**config.mk**
```make
export PLATFORM = sky130hd
export DESIGN_NAME = reg_f_ctx
export DESIGN_NICKNAME = d
export VERILOG_FILES = /design/src/rtl/reg_f_ctx.sv
export SDC_FILE = /design/constraint.sdc
export NUM_CORES = 1
export LEC_CHECK = 0
export ABC_AREA = 0
export BUFFER_PORTS_ARGS = -buffer_cell sky130_fd_sc_hd__buf_2
export CORE_MARGIN = 5
export CORE_UTILIZATION = 55
export CTS_BUF_LIST = sky130_fd_sc_hd__clkbuf_8 sky130_fd_sc_hd__clkbuf_16
export DETAILED_ROUTE_END_ITERATION = 10
export PLACE_DENSITY_LB_ADDON = 0.3
export SLEW_MARGIN = 10
export SYNTH_ARGS = -nofsm -noshare
export SYNTH_HDL_FRONTEND = slang
export SYNTH_SLANG_ARGS = --single-unit
```
**constraint.sdc**
```tcl
create_clock -name clk -period 4.68 [get_ports clk]
set_input_delay 0.702 -clock clk [delete_from_list [all_inputs] [get_ports clk]]
set_output_delay 0.702 -clock clk [all_outputs]
set_load 0.02 [all_outputs]
```
**src/rtl/reg_f_ctx.sv**
```systemverilog
// Register file (R0=0, R1=all ones, ACC at 2, work regs above) with a DEPTH-frame context stack.
// Push/pop each take N=NREG-2 busy cycles; writes and stack requests made while busy are dropped.
module reg_f_ctx #(
    parameter int WIDTH = 8,
    parameter int NREG  = 11,
    parameter int DEPTH = 8,
    parameter int AW    = $clog2(NREG),
    parameter int DW    = $clog2(DEPTH + 1)
) (
    input  logic             clk,
    input  logic             rst,
    input  logic [AW-1:0]    rf_addr_r1,
    output logic [WIDTH-1:0] rf_data_out1,
    input  logic [AW-1:0]    rf_addr_r2,
    output logic [WIDTH-1:0] rf_data_out2,
    input  logic [AW-1:0]    rf_addr_wr,
    input  logic             rf_data_we,
    input  logic [WIDTH-1:0] rf_data_in,
    input  logic             rf_stack_push,
    input  logic             rf_stack_pop,
    output logic             rf_busy,
    output logic [DW-1:0]    rf_depth,
    output logic             rf_stack_ovf,
    output logic             rf_stack_unf,
    output logic             rf_acc_zero
);
    localparam int N  = NREG - 2;
    localparam int KW = $clog2(N);
    localparam int FW = (DEPTH > 1) ? $clog2(DEPTH) : 1;

    typedef enum logic [1:0] {ST_IDLE, ST_SAVE, ST_RESTORE} state_t;

    state_t           r_state, w_state_nxt;
    logic [KW-1:0]    r_k, w_k_nxt;
    logic [DW-1:0]    r_depth, w_depth_nxt;
    logic             r_ovf, r_unf, w_ovf_nxt, w_unf_nxt;
    logic [WIDTH-1:0] r_regs [N];
    logic [WIDTH-1:0] r_mem [DEPTH][N];
    logic [FW-1:0]    w_frame;
    logic             w_last;
    logic [WIDTH-1:0] w_rd1, w_rd2;

    assign w_last  = (r_k == KW'(N - 1));
    // SAVE writes the frame above the top; RESTORE reads the top frame
    assign w_frame = (r_state == ST_RESTORE) ? FW'(r_depth - DW'(1)) : FW'(r_depth);

    always_ff @(posedge clk or posedge rst) begin
        if (rst) begin
            r_state <= ST_IDLE;
            r_k     <= '0;
            r_depth <= '0;
            r_ovf   <= 1'b0;
            r_unf   <= 1'b0;
        end else begin
            r_state <= w_state_nxt;
            r_k     <= w_k_nxt;
            r_depth <= w_depth_nxt;
            r_ovf   <= w_ovf_nxt;
            r_unf   <= w_unf_nxt;
        end
    end

    always_comb begin
        w_state_nxt = r_state;
        w_k_nxt     = r_k;
        w_depth_nxt = r_depth;
        w_ovf_nxt   = 1'b0;
        w_unf_nxt   = 1'b0;
        case (r_state)
            ST_IDLE: begin
                if (rf_stack_push) begin
                    if (r_depth < DW'(DEPTH)) begin
                        w_state_nxt = ST_SAVE;
                        w_k_nxt     = '0;
                    end else begin
                        w_ovf_nxt = 1'b1;
                    end
                end else if (rf_stack_pop) begin
                    if (r_depth != '0) begin
                        w_state_nxt = ST_RESTORE;
                        w_k_nxt     = '0;
                    end else begin
                        w_unf_nxt = 1'b1;
                    end
                end
            end
            ST_SAVE: begin
                if (w_last) begin
                    w_state_nxt = ST_IDLE;
                    w_k_nxt     = '0;
                    w_depth_nxt = r_depth + DW'(1);
                end else begin
                    w_k_nxt = r_k + KW'(1);
                end
            end
            ST_RESTORE: begin
                if (w_last) begin
                    w_state_nxt = ST_IDLE;
                    w_k_nxt     = '0;
                    w_depth_nxt = r_depth - DW'(1);
                end else begin
                    w_k_nxt = r_k + KW'(1);
                end
            end
            default: w_state_nxt = ST_IDLE;
        endcase
    end

    always_comb begin
        rf_busy      = (r_state != ST_IDLE);
        rf_depth     = r_depth;
        rf_stack_ovf = r_ovf;
        rf_stack_unf = r_unf;
    end

    always_ff @(posedge clk) begin
        if (r_state == ST_SAVE)
            r_mem[w_frame][r_k] <= r_regs[r_k];
    end

    always_ff @(posedge clk or posedge rst) begin
        if (rst) begin
            for (int i = 0; i < N; i++) r_regs[i] <= '0;
        end else begin
            case (r_state)
                ST_IDLE: begin
                    for (int i = 0; i < N; i++)
                        if (rf_data_we && rf_addr_wr == AW'(i + 2)) r_regs[i] <= rf_data_in;
                end
                ST_SAVE: begin
                    if (w_last)
                        for (int i = 0; i < N; i++) r_regs[i] <= '0;
                end
                ST_RESTORE: r_regs[r_k] <= r_mem[w_frame][r_k];
                default: ;
            endcase
        end
    end

    always_comb begin
        w_rd1 = '0;
        w_rd2 = '0;
        if (rf_addr_r1 == AW'(1)) w_rd1 = '1;
        if (rf_addr_r2 == AW'(1)) w_rd2 = '1;
        for (int i = 0; i < N; i++) begin
            if (rf_addr_r1 == AW'(i + 2)) w_rd1 = r_regs[i];
            if (rf_addr_r2 == AW'(i + 2)) w_rd2 = r_regs[i];
        end
    end

    assign rf_data_out1 = w_rd1;
    assign rf_data_out2 = w_rd2;

    // A same-cycle write of zero to ACC is reported before it commits
    assign rf_acc_zero = (r_regs[0] == '0) ||
                         (rf_data_we && rf_addr_wr == AW'(2) && rf_data_in == '0 && r_state == ST_IDLE);
endmodule
```
==> flow_summary.ini, run 1 <==
[clock_tree]
clkLatencyLatePin_ns = 0.62
clock-root-buffer = clkbuf_16
path_clk_slew_ns = 0.07
cts_hold_buf = 0
cts_tree = built
cts.sinks = 660
clockBufferDepth = 3
post-cts-setup-buffer-count = 0
cts.htree.levels = 3
cts_resized = 0
numCtsBuffers = 67

[sta]
final_hold_viol_count = 0
fmax_mhz = 223
setup_violations = 0
fin_hold_ws_ns = 0.165
tns_ns = 0
worst_clock_skew_ns = 0.0225
fin_ws_ns = 0.194
rsz0062_at_grt = no
relSlewSlack_pct = 20.6
worstMarginPinSlew_ns = 1.19
min_period_ns = 4.49
period_share_pct = 95.9
slew_viol_final = 0

[power_and_ir_drop]
pwr_density_cell_nw_per_um2 = 781
peakVddDrop_mv = 0.460
p_leak_nw = 11.1
fin_total_pwr_mw = 25.2

[synth]
ys.flop_type = edfxtp_1
yosys_warnings = 0
synth_commonest_cells = edfxtp_1, mux2i_1, nor2_1
ys_seq_area_share_pct = 67.2
synthTopCellsByArea = edfxtp_1, dfrtp_1, mux2i_1, a22oi_1, o22ai_1
ys_async_sr_fraction_pct = 12.7
synth_most_common_cell = edfxtp_1
ys_ff_latch = 660
synth.cell_area_um2 = 28900
synth_top_area_cell = edfxtp_1
synth_edf_count = 576
ys_types = 99
synth_top_area_share_pct = 59.9
synthCells = 2027
syn_nets = 2064
synth_area_per_cell_um2 = 14.2

[run_status]
outcome = complete, no violations

[grt]
grt_pass1_wl_um = 127000
grt.overflow.total = 0
antenna_found_initial = 0
grt_pass1_vias = 19200
grt_use_total_pct = 29.8
grt_start_max_net_pins = 73

[drt]
drt-initial-drc-count = 2727
viasPerCell = 6.98
ant_nets = 0
vias = 19800
wirelength_um = 86600
avgRoutedWirePerCell_um = 30.5
firstDrtPassIters = 7
remaining_drc_errors = 0

[floorplan]
core_region_area_um2 = 52200
die_h_um = 239
fp.dieW_um = 239
ioPinCount = 49
dieArea_um2 = 57100
num_rows = 84
initial_core_util_pct = 55.2

[hold_path]
hold_class = input pin to async pin

[placement]
gp_congestion = 0.970
dp_hpwl_um = 55700
post-place-ws_ns = 0.369
port_buffers = 48

[final_layout]
drive_gt1_share_pct = 15.3
nFillCells = 3846
synthToLayoutAreaGrowth_pct = 12.0
final_nets = 2137
diodes = 0

[worst_setup_path]
critPathLaunchType = register
cp_max_fo = 25
critPathCaptureType = register
crit_arrival_ns = 5.02
crit_required_ns = 5.22
critPathKind = register to register

[run]
cap_violations = 0
## state kept, by name, summed over array words and instances (netlist names)
| signal | flops |
|---|---|
| rf_stack_unf | 1 |
| r_k | 4 |
| r_mem | 576 |
| rf_stack_ovf | 1 |
| r_regs | 72 |
| r_state | 2 |
| rf_depth | 4 |
## cells by family (layout without fill, tap and decap cells)
logic type                 count (synthesis)  in the layout  synth area share (%)
and+or+nand+nor                          375            375                  6.68
adders and majority gates                 12             12                 0.520
AOI/OAI and AO/OA                        594            594                  14.6
xor gates and xnor gates                   2              2                0.0607
DFF                                      660            660                  67.2
buffers and inverters                    172            295                  2.80
muxes                                    212            212                  8.16
## layer usage
layer | vias to the layer above | part of all wire [%] | track usage [%]
met5 | - | 0 | 0
met4 | 0 | 4.9 | 13.2
met3 | 270 | 11 | 7.07
met2 | 1390 | 45 | 45.3
met1 | 9875 | 38 | 41.6
li1 | 8268 | - | -
## cell usage in the layout (no fill, tap or decap), types with 11 or more instances in the layout
master     count
clkinv_1      21
ha_1          11
buf_4         84
o221ai_1      12
nor2_1       118
nor3_1        12
clkbuf_16     68
a22oi_1       91
o21ai_0       71
a222oi_1      39
nand3_1       26
o22ai_1       68
nand2_1       99
nand2b_1      16
nor2b_1       19
mux2i_1      170
mux2_2        26
buf_2         48
and2_1        11
edfxtp_1     576
o22a_1        13
a31oi_1       35
mux4_2        16
a21oi_1       71
inv_1         45
o21ai_1       67
dfrtp_1       83
## area by class of cell
class / count / area [µm²] / area share, %
flip-flops and latches: 660 / 19400 / 60.0
clock inverters: 49 / 274 / 0.848
multi-input cells: 1195 / 8850 / 27.4
repair buffers: 142 / 1070 / 3.31
well taps: 688 / 861 / 2.66
clock buffers: 70 / 1730 / 5.35
inverters: 34 / 129 / 0.399
## metrics by stage
step | instance area [µm²] | std cells | util, %
6_report | 32300 | 2838 | 61.9
5_1_grt | 32300 | 2838 | 61.9
4_1_cts | 32300 | 2838 | 61.9
3_5_place_dp | 30300 | 2719 | 58.0
3_3_place_gp | 30300 | 2719 | 58.0
2_1_floorplan | 28900 | 2027 | -
## path summary, 6_finish.rpt
| path | from | endpoint | slack (ns) | depth (start not counted) |
|---|---|---|---|---|
| worst max-delay path | r_state[0] | r_regs[36] | 0.19 | 9 |
| worst min-delay path | rst | rf_stack_ovf | 0.16 | 2 |
| worst min register to register | r_state[0] | r_state[0] | 0.55 | 2 |
| min in group clk | rf_stack_pop | rf_stack_unf | 0.33 | 3 |
| worst max register to register | r_state[0] | r_regs[36] | 0.19 | 9 |
| max in group asynchronous | rst | r_regs[25] | 3.42 | 3 |
## critical path, stage by stage (launching register included)
cell and delay, ns:
dfrtp_1 0.40, inv_1 0.11, ha_1 0.75, and3b_4 0.34
o31ai_4 1.00, o221ai_1 0.22, or3b_4 0.43, a2111oi_4 0.68
nand4_4 0.26, o21ai_2 0.18
## report_power, final
group | switching (mW) | internal, mW | total (mW)
Sequential | 0.599 | 8.22 | 8.81
Clock | 2.23 | 2.74 | 4.97
Combinational | 7.78 | 3.67 | 11.5
Total | 10.6 | 14.6 | 25.2
Power figures use the tool's default switching activity.
==> run 2: changes to the inputs <==
--- a/config.mk
+++ b/config.mk
@@ -7,6 +7,7 @@
 export LEC_CHECK = 0
 export ABC_AREA = 0
 export BUFFER_PORTS_ARGS = -buffer_cell sky130_fd_sc_hd__buf_2
+export CORE_ASPECT_RATIO = 1.1
 export CORE_MARGIN = 5
 export CORE_UTILIZATION = 55
 export CTS_BUF_LIST = sky130_fd_sc_hd__clkbuf_8 sky130_fd_sc_hd__clkbuf_16
==> flow_summary.ini, run 2 (synthesis results as in run 1) <==
[clock_tree]
clkLatencyLatePin_ns = 0.62
cts_hold_buf = 0
cts_resized = 0
cts_tree = built
numCtsBuffers = 66
clock-root-buffer = clkbuf_16
cts.htree.levels = 3
post-cts-setup-buffer-count = 0
clockBufferDepth = 3
cts.sinks = 660
path_clk_slew_ns = 0.07

[floorplan]
core_region_area_um2 = 52200
num_rows = 88
initial_core_util_pct = 55.3
fp.dieW_um = 228
die_h_um = 250
dieArea_um2 = 57200
ioPinCount = 49

[sta]
min_period_ns = 4.26
period_share_pct = 91.0
tns_ns = 0
fmax_mhz = 235
fin_hold_ws_ns = 0.211
relSlewSlack_pct = 20.8
worst_clock_skew_ns = 0.0358
final_hold_viol_count = 0
worstMarginPinSlew_ns = 1.19
slew_viol_final = 0
setup_violations = 0
rsz0062_at_grt = no

[final_layout]
synthToLayoutAreaGrowth_pct = 12.2
final_cells = 2812
final_nets = 2124
layout_common_cells = edfxtp_1, mux2i_1, nor2_1
largestRegisters = r_mem x576, r_regs x72
top_register = r_mem
drive_gt1_share_pct = 15.2
layout_commonest_cell = edfxtp_1
largest_reg_flops = 576
final_util_pct = 62.1

[worst_setup_path]
critPathKind = register to register
timing.reg2reg.setup_slack_ns = 0.42
r2r-end = r_regs[18]
critPathCaptureType = register
crit_arrival_ns = 4.78
slowest_stage = a22oi_1
critPathLaunchType = register
critPathTopFamily = compound AO/OA/AOI/OAI gates
path_buf_inv = 1
reg2reg_depth = 9
crit_required_ns = 5.21
r2r_start = rf_depth[0]
cpPeakStageDelay_ns = 0.68
crit_chain = inv_1, ha_1, or4bb_1, nand3_2, a22oi_1, a21boi_0, a2111oi_4, o311ai_2, o21ai_1
cp_max_fo = 19

[drt]
firstDrtPassIters = 6
wirelength_um = 89200
ant_nets = 0
drt-initial-drc-count = 3253
avgRoutedWirePerCell_um = 31.7
viasPerCell = 7.11
remaining_drc_errors = 0
vias = 20000

[placement]
port_buffers = 48
place_inst = 2694
dp_hpwl_um = 58600
gp_congestion = 0.957

[grt]
antenna_found_initial = 1
grt_use_total_pct = 30.7
grt_pass1_vias = 19300
grt_pass1_wl_um = 132000
grt.overflow.total = 0
grt_start_max_net_pins = 73

[power_and_ir_drop]
combPwrFrac_pct = 45.6
pwr_density_cell_nw_per_um2 = 793
clockPowerShare_pct = 20.1
p_leak_nw = 11.1
cellInternalPower_mw = 14.9
sw_frac_of_total_pct = 42.0
seqPwrFrac_pct = 34.2
peakVddDrop_mv = 0.458
power.switching_mw = 10.8
fin_total_pwr_mw = 25.7

[hold_path]
hold_class = input pin to async pin

[run]
cap_violations = 0

[run_status]
outcome = complete, no violations
## run 2: cell count changes in the layout (fill, tap and decap cells not counted), moves of 3 or more
| cell | delta |
|---|---|
| inv_6 | -3 |
| clkbuf_8 | +5 |
| buf_4 | -19 |
| clkinv_2 | +6 |
| clkinv_1 | -9 |
| buf_12 | +7 |
## run 2: power groups by stage
stage	sequential (mW)	combinational (mW)	clock [mW]
after floorplan	8.74	6.94	0
after global placement	8.86	11.2	0
after detailed placement	8.86	11.4	0
after CTS	8.74	11.5	5.18
after global routing	8.79	12.3	5.45
final	8.79	11.7	5.17
## run 2: routing by layer
metal  vias up  share of wire, %  GRT usage [%]
li1       8256                 -              -
met1      9868                36           40.9
met2      1528                46           48.2
met3       336                11           6.40
met4         0               6.0           16.2
met5         -                 0              0
## run 2: worst register-to-register path, delay by kind of cell, from the launching register on
kind,cells,cell delay [ns]
buffers and inverters,1,0.19
adders and majority gates,1,0.56
DFF,1,0.45
and+or+nand+nor,2,0.86
AOI/OAI and AO/OA,5,2.10
## run 2: stage by stage
| stage | setup WS (ns) | area (µm²) |
|---|---|---|
| final | 0.422 | 32400 |
| after global routing | 0.257 | 32400 |
| after CTS | 0.563 | 32400 |
| after detailed placement | 0.621 | 30300 |
| after global placement | 0.761 | 30300 |
| after floorplan | 0.286 | 28900 |
## run 2: cell type report
type,instances,area (µm²)
Clock inverter,42,298
Inverter,34,129
Antenna cell,1,2.50
Tap cell,675,845
Timing Repair Buffer,130,1070
Clock buffer,75,1800
Sequential cell,660,19400
Fill cell,3815,19800
Multi-Input combinational cell,1195,8850
## run 2: worst max-delay path by stage
stage,from,to,slack (ns),cells after the start
global route,rf_depth[0],r_regs[12],0.26,13
detailed placement,rf_depth[0],r_regs[67],0.62,12
floorplan,r_k[0],r_mem[0][11],0.29,6
global placement,r_state[0],r_regs[68],0.76,13
CTS,rf_depth[0],r_regs[67],0.56,12
finish,rf_depth[0],r_regs[18],0.42,9
